[config.mk]
export PLATFORM = sky130hd
export DESIGN_NAME = mod_addsub_flat
export DESIGN_NICKNAME = d
export VERILOG_FILES = /design/src/rtl/mod_addsub.sv /design/src/rtl/mod_addsub_if.sv /design/src/flat_wrapper.sv
export SDC_FILE = /design/constraint.sdc
export NUM_CORES = 2
export LEC_CHECK = 0
export BUFFER_PORTS_ARGS = -buffer_cell sky130_fd_sc_hd__clkbuf_2
export CORE_AREA = 4 4 528 530
export CTS_CLUSTER_DIAMETER = 30
export DETAILED_ROUTE_END_ITERATION = 10
export DIE_AREA = 0 0 532 534
export PLACE_DENSITY = 0.54
export SYNTH_ARGS = -nofsm -noshare
export SYNTH_HDL_FRONTEND = slang
export SYNTH_SLANG_ARGS = --single-unit
[constraint.sdc]
create_clock -name clk -period 9.4 [get_ports clk]
set_clock_uncertainty 0.05 [all_clocks]
set_input_delay 0.47 -clock clk [delete_from_list [all_inputs] [get_ports clk]]
set_output_delay 0.47 -clock clk [all_outputs]
set_load 0.01 [all_outputs]
[src/rtl/mod_addsub.sv]
// parameters_pkg: shared field parameters (448-bit Goldilocks prime).
//
// mod_addsub: (a + b) mod MODULUS or (a - b) mod MODULUS, one LIMB_WIDTH-bit
// limb per cycle, LSB limb first. Both the plain result s and the corrected
// result t (s -/+ MODULUS) are built in parallel; the final carry/borrow
// chooses between them.
//   clk   - clock, rising edge
//   rst_n - asynchronous active-low reset
//   bus   - mod_addsub_if slave: start/op/a/b in, result/done/busy out
package parameters_pkg;
  localparam int DATA_WIDTH = 448;
  // 2^448 - 2^224 - 1
  localparam logic [DATA_WIDTH-1:0] MODULUS = {{223{1'b1}}, 1'b0, {224{1'b1}}};
endpackage

module mod_addsub #(
  parameter int               WIDTH      = parameters_pkg::DATA_WIDTH,
  parameter int               LIMB_WIDTH = 64,
  parameter logic [WIDTH-1:0] MODULUS    = WIDTH'(parameters_pkg::MODULUS)
) (
  input  logic        clk,
  input  logic        rst_n,
  mod_addsub_if.slave bus
);

  localparam int NUM_LIMBS = WIDTH / LIMB_WIDTH;
  localparam int CNT_W     = $clog2(NUM_LIMBS + 1);

  generate
    if (WIDTH % LIMB_WIDTH != 0) begin : g_bad_width
      $error("mod_addsub: WIDTH must be a multiple of LIMB_WIDTH");
    end
  endgenerate

  typedef enum logic [1:0] {IDLE, RUN, DONE} state_t;
  typedef logic [LIMB_WIDTH:0] ext_t;

  state_t state, state_next;

  logic [WIDTH-1:0] a_q, b_q, p_q;   // operand and modulus, shifted right one limb per cycle
  logic [WIDTH-1:0] s_q, t_q;        // partial results, filled from the top one limb per cycle
  logic [WIDTH-1:0] result_q;
  logic             op_q;
  logic             carry_q, borrow_q;
  logic [CNT_W-1:0] cnt_q;

  logic accept, last_limb;

  assign accept    = bus.start && (state == IDLE || state == DONE);
  assign last_limb = (cnt_q == CNT_W'(NUM_LIMBS - 1));

  // ---------------- limb datapath ----------------
  logic [LIMB_WIDTH-1:0] a_limb, b_limb, p_limb, s_limb, t_limb;
  ext_t                  first_ext, second_ext;
  logic                  carry_next, borrow_next, pick_t;
  logic [WIDTH-1:0]      s_next, t_next;

  assign a_limb = a_q[LIMB_WIDTH-1:0];
  assign b_limb = b_q[LIMB_WIDTH-1:0];
  assign p_limb = p_q[LIMB_WIDTH-1:0];

  // NOTE: every signal written here gets a default first, so no path leaves
  // it unassigned and no latch is inferred.
  always_comb begin
    first_ext   = '0;
    second_ext  = '0;
    carry_next  = 1'b0;
    borrow_next = 1'b0;
    if (!op_q) begin
      // add: s = a + b + c, then t = s - p - bw
      first_ext   = {1'b0, a_limb} + {1'b0, b_limb} + ext_t'(carry_q);
      second_ext  = {1'b0, first_ext[LIMB_WIDTH-1:0]} - {1'b0, p_limb} - ext_t'(borrow_q);
      carry_next  = first_ext[LIMB_WIDTH];
      borrow_next = second_ext[LIMB_WIDTH];
    end else begin
      // sub: s = a - b - bw, then t = s + p + c
      first_ext   = {1'b0, a_limb} - {1'b0, b_limb} - ext_t'(borrow_q);
      second_ext  = {1'b0, first_ext[LIMB_WIDTH-1:0]} + {1'b0, p_limb} + ext_t'(carry_q);
      borrow_next = first_ext[LIMB_WIDTH];
      carry_next  = second_ext[LIMB_WIDTH];
    end
  end

  assign s_limb = first_ext[LIMB_WIDTH-1:0];
  assign t_limb = second_ext[LIMB_WIDTH-1:0];

  // New limb enters at the top; after NUM_LIMBS shifts limb 0 sits at the LSB.
  assign s_next = (s_q >> LIMB_WIDTH) | (WIDTH'(s_limb) << (WIDTH - LIMB_WIDTH));
  assign t_next = (t_q >> LIMB_WIDTH) | (WIDTH'(t_limb) << (WIDTH - LIMB_WIDTH));

  // Add: sum overflowed, or sum >= p (no borrow subtracting p) -> reduce.
  // Sub: a < b (final borrow) -> add p back.
  assign pick_t = op_q ? borrow_next : (carry_next | ~borrow_next);

  // ---------------- FSM ----------------
  // NOTE: sequential state is assigned with non-blocking (<=) so every
  // register samples its inputs from before the edge.
  always_ff @(posedge clk or negedge rst_n) begin
    if (!rst_n) state <= IDLE;
    else        state <= state_next;
  end

  always_comb begin
    state_next = state;
    unique case (state)
      IDLE:    if (accept) state_next = RUN;
      RUN:     if (last_limb) state_next = DONE;
      DONE:    state_next = accept ? RUN : IDLE;
      default: state_next = IDLE;
    endcase
  end

  // NOTE: the wide datapath registers are reset too, because reset must
  // clear result and the chains immediately; these are flops, not a RAM.
  always_ff @(posedge clk or negedge rst_n) begin
    if (!rst_n) begin
      a_q      <= '0;
      b_q      <= '0;
      p_q      <= '0;
      s_q      <= '0;
      t_q      <= '0;
      result_q <= '0;
      op_q     <= 1'b0;
      carry_q  <= 1'b0;
      borrow_q <= 1'b0;
      cnt_q    <= '0;
    end else if (accept) begin
      a_q      <= bus.a;
      b_q      <= bus.b;
      p_q      <= MODULUS;
      s_q      <= '0;
      t_q      <= '0;
      op_q     <= bus.op;
      carry_q  <= 1'b0;
      borrow_q <= 1'b0;
      cnt_q    <= '0;
    end else if (state == RUN) begin
      a_q      <= a_q >> LIMB_WIDTH;
      b_q      <= b_q >> LIMB_WIDTH;
      p_q      <= p_q >> LIMB_WIDTH;
      s_q      <= s_next;
      t_q      <= t_next;
      carry_q  <= carry_next;
      borrow_q <= borrow_next;
      cnt_q    <= cnt_q + 1'b1;
      if (last_limb) result_q <= pick_t ? t_next : s_next;
    end
  end

  assign bus.result = result_q;
  assign bus.done   = (state == DONE);
  assign bus.busy   = (state == RUN);

endmodule

[src/rtl/mod_addsub_if.sv]
// mod_addsub_if: request/response bundle for the limb-serial modular adder.
//   start  - request strobe (master -> slave)
//   op     - 0 = add, 1 = subtract (master -> slave)
//   a, b   - WIDTH-bit operands (master -> slave)
//   result - WIDTH-bit registered result (slave -> master)
//   done   - one-cycle completion pulse (slave -> master)
//   busy   - operation in flight (slave -> master)
interface mod_addsub_if #(
  parameter int WIDTH = 448
);
  logic             start;
  logic             op;
  logic [WIDTH-1:0] a;
  logic [WIDTH-1:0] b;
  logic [WIDTH-1:0] result;
  logic             done;
  logic             busy;

  modport master (
    output start, op, a, b,
    input  result, done, busy
  );

  modport slave (
    input  start, op, a, b,
    output result, done, busy
  );
endinterface

[src/flat_wrapper.sv]
// flat-port wrapper written by rule: the top's interface ports become plain ports
module mod_addsub_flat 
#(
  parameter int               WIDTH      = parameters_pkg::DATA_WIDTH,
  parameter int               LIMB_WIDTH = 64,
  parameter logic [WIDTH-1:0] MODULUS    = WIDTH'(parameters_pkg::MODULUS)
)
  (clk, rst_n, bus_start, bus_op, bus_a, bus_b, bus_result, bus_done, bus_busy);
  mod_addsub_if #(.WIDTH(WIDTH)) bus_i ();
  input  logic clk;
  input  logic rst_n;
  input wire logic [$bits(bus_i.start)-1:0] bus_start;
  input wire logic [$bits(bus_i.op)-1:0] bus_op;
  input wire logic [$bits(bus_i.a)-1:0] bus_a;
  input wire logic [$bits(bus_i.b)-1:0] bus_b;
  output wire logic [$bits(bus_i.result)-1:0] bus_result;
  output wire logic [$bits(bus_i.done)-1:0] bus_done;
  output wire logic [$bits(bus_i.busy)-1:0] bus_busy;
  assign bus_i.start = bus_start;
  assign bus_i.op = bus_op;
  assign bus_i.a = bus_a;
  assign bus_i.b = bus_b;
  assign bus_result = bus_i.result;
  assign bus_done = bus_i.done;
  assign bus_busy = bus_i.busy;
  mod_addsub #(.WIDTH(WIDTH), .LIMB_WIDTH(LIMB_WIDTH), .MODULUS(MODULUS)) u_core (.clk(clk), .rst_n(rst_n), .bus(bus_i));
endmodule
==> impl_results.md <==
- Routed wire length: 454,000 µm
- Longest Clk Path Bufs: 4
- CTS hold repair buffers: 894
- Die footprint: 0.284 mm²
- Sequential share of the synthesized area: 50.2%
- Crit start category: register
- Normalized max-slew margin: 0.0453%
- Top-area cell type share of the netlist area: 50.2%
- # fillers: 25,000
- Status: finished clean
- Worst Path Required: 10.15 ns
- Mux contribution to synthesized area: 4.09%
- # clock sinks: 2,131
- Most frequent cells after synthesis: nand2_1, dfrtp_1, nor2_1, a31oi_1, clkbuf_1
- Non-Filler Instances: 17,700
- Final worst-path setup slack: 0.898 ns
- Final net count: 14,800
- Via count: 99,000
- Largest family of logic cells by synthesized area: compound AO/OA/AOI/OAI gates
- Area of the core: 0.273 mm²
- CP Capture Type: register
- Vias per cell: 5.61
- Synth area leaders: dfrtp_1, nand2_1, a22o_1, a31oi_1, ha_1
- Endpoints failing setup: 0
- Cell family with most CP delay: compound AO/OA/AOI/OAI gates
- Die Y-Extent: 534 µm
- Critical Path Fanout Max: 67
- Row count: 192
- CTS tree: yes
- Slowest stage cell, crit path: o211ai_1
- Max Cap Viol: 0
- Root Driver: clkbuf_16
- Layout cells sized above 1: 16.6%
- Yosys warnings: 0
- Synth Area in Simple Gates: 14.8%
- DR pass1 iterations: 8
- Worst path most repeated cell: a21oi_1
- Fmax: 118 MHz
- EDFF count, synth: 0
- Synth Area in XOR/XNOR: 1.97%
- Global Route Usage Sum: 30.7%
- Register area: 0.0533 mm²
- Post-Syn Nets: 12,800
- Drt initial violations: 9,353
- Max-slew violations: 0
- Max incr delay on CP: 0.69 ns
- WP buf/inv: 3
- First-pass GRT wire length: 664,000 µm
- Via count of the first global-routing pass: 97,800
- H-tree depth: 5
- Post-CTS Setup Bufs: 0
- Measured slew at the worst slew-check pin: 1.50 ns
- Post_cts resized: 0
- Initial antenna violation count: 154
- DR WL/cell: 25.7 µm
- Arrival time worst endpoint: 9.25 ns
- Crit share post-route: 90.4%
- Die Span X: 532 µm
- R2r setup slk: 0.90 ns
- Minimum clock period: 8.50 ns
- GPL Wtd Cong: 0.927
- Most frequent cell after synthesis: nand2_1
- Final hold violations: 0
- Grt total ovfl: 0
- Final TNS setup: 0 ns
- Post-synth top flop: dfrtp_1
- Critical path class: reg -> reg
- CTS buffer count: 467
- Synth Area in Adders: 4.60%
- Place WS: 0.856 ns
- Post-Syn Area: 0.106 mm²
- Ports: 1,350
- Async SR Flop Fraction: 100%
- Seq cells post-synth: 2,131
- Area Growth Syn to Fin: 33.0%
- # port buffers: 1,349
- CTS clk-pin slew, worst paths: 0.05 ns
- Final routed DRC violation total: 0
- Placed Instances: 15,800
- RSZ-0062 raised after global routing: false
- Largest net degree at the start of global routing: 230
- Unique cell type count in the Yosys netlist: 86
- Worst Hold Class: in -> reg
- Post-route ant nets: 0
- Hpwl dp: 334,000 µm
- Clock Latency Late Sink: 0.97 ns
- Initial Utilization: 38.9%
- Mean Syn Cell Area: 9.20 µm²
- Compound-Gate Fraction of Synth Area: 19.6%
- Multi-input gate area: 0.0480 mm²
- Area leader, netlist: dfrtp_1
- Cells after Synth: 11,600
[cells in the final DEF (no fill, tap or decap), types with 102 or more instances in the layout]
cell           count
a22o_1           715
dlygate4sd3_1    894
nor2_1          1044
ha_1             378
o21ai_0          349
inv_1            381
a21oi_1          501
xnor2_1          176
clkbuf_2        1348
diode_2          133
o21ai_1          360
nand2_1         2567
mux2i_1          418
dfrtp_1         2129
a31oi_1          791
a21o_1           102
clkbuf_16        469
[worst min-delay path, delay by kind of cell]
family,cells,cell delay (ns)
and+or+nand+nor,2,0.44
buffers and inverters,1,0.14
[worst paths after layout]
| check | start | endpoint | depth (start not counted) |
|---|---|---|---|
| hold / removal | bus_start | u_core.p_q[32] | 3 |
| max in group asynchronous | rst_n | u_core.bus.result[362] | 4 |
| hold reg to reg | u_core.p_q[319] | u_core.p_q[224] | 2 |
| setup reg to reg | u_core.carry_q | u_core.bus.result[77] | 26 |
| setup / recovery | u_core.carry_q | u_core.bus.result[77] | 26 |
| min in group asynchronous | rst_n | u_core.t_q[204] | 2 |
[through the flow]
| stage | hold slack, ns | util [%] | instance area, µm² |
|---|---|---|---|
| 6_report | 0.0999 | 51.7 | 141000 |
| 3_3_place_gp | 0.411 | 42.2 | 115000 |
| 2_1_floorplan | 0.124 | - | 106000 |
| 5_1_grt | 0.0747 | 51.7 | 141000 |
| 3_5_place_dp | 0.421 | 42.2 | 115000 |
| 4_1_cts | 0.0426 | 51.6 | 141000 |
[final cells by class]
type | count | share of cell area (%)
Antenna cell | 133 | 0.235
Timing Repair Buffer | 2359 | 12.0
Tap cell | 3589 | 3.18
Clock buffer | 617 | 9.32
Clock inverter | 244 | 2.57
Inverter | 383 | 1.02
Multi-Input combinational cell | 8195 | 34.0
Sequential cell | 2131 | 37.7
[state kept, by name, summed over array words and instances, names as in the netlist, 2 cells and up]
name,cells
u_core.a_q,448
u_core.b_q,448
u_core.bus.result,448
u_core.s_q,384
u_core.t_q,384
u_core.p_q,11
u_core.cnt_q,3
u_core.state,2
[logic make-up (layout without fill, tap and decap cells)]
logic type               after synthesis  count (layout)
AO/OA/AOI/OAI                       3166            3166
XOR/XNOR                             239             239
adder cells (fa/ha/maj)              386             386
buffers and inverters               1233            3603
flip-flops                          2131            2131
multiplexers                         430             430
other                                  0             133
AND/OR/NAND/NOR                     3974            3974
[metal layers]
metal  part of all wire, %  wire, µm  global-route usage (%)  vias to the layer above
li1                      -         -                       -                    44600
met1                    43    196000                    41.8                    49100
met4                   5.6     25200                    15.0                       52
met5                 0.062       282                       0                        -
met3                   6.7     30500                    5.76                     1042
met2                    45    202000                    47.3                     4176
Power is left out: the tool's default activity adds up to more than one toggle a clock period on the data nets, which glitch-free logic cannot reach.
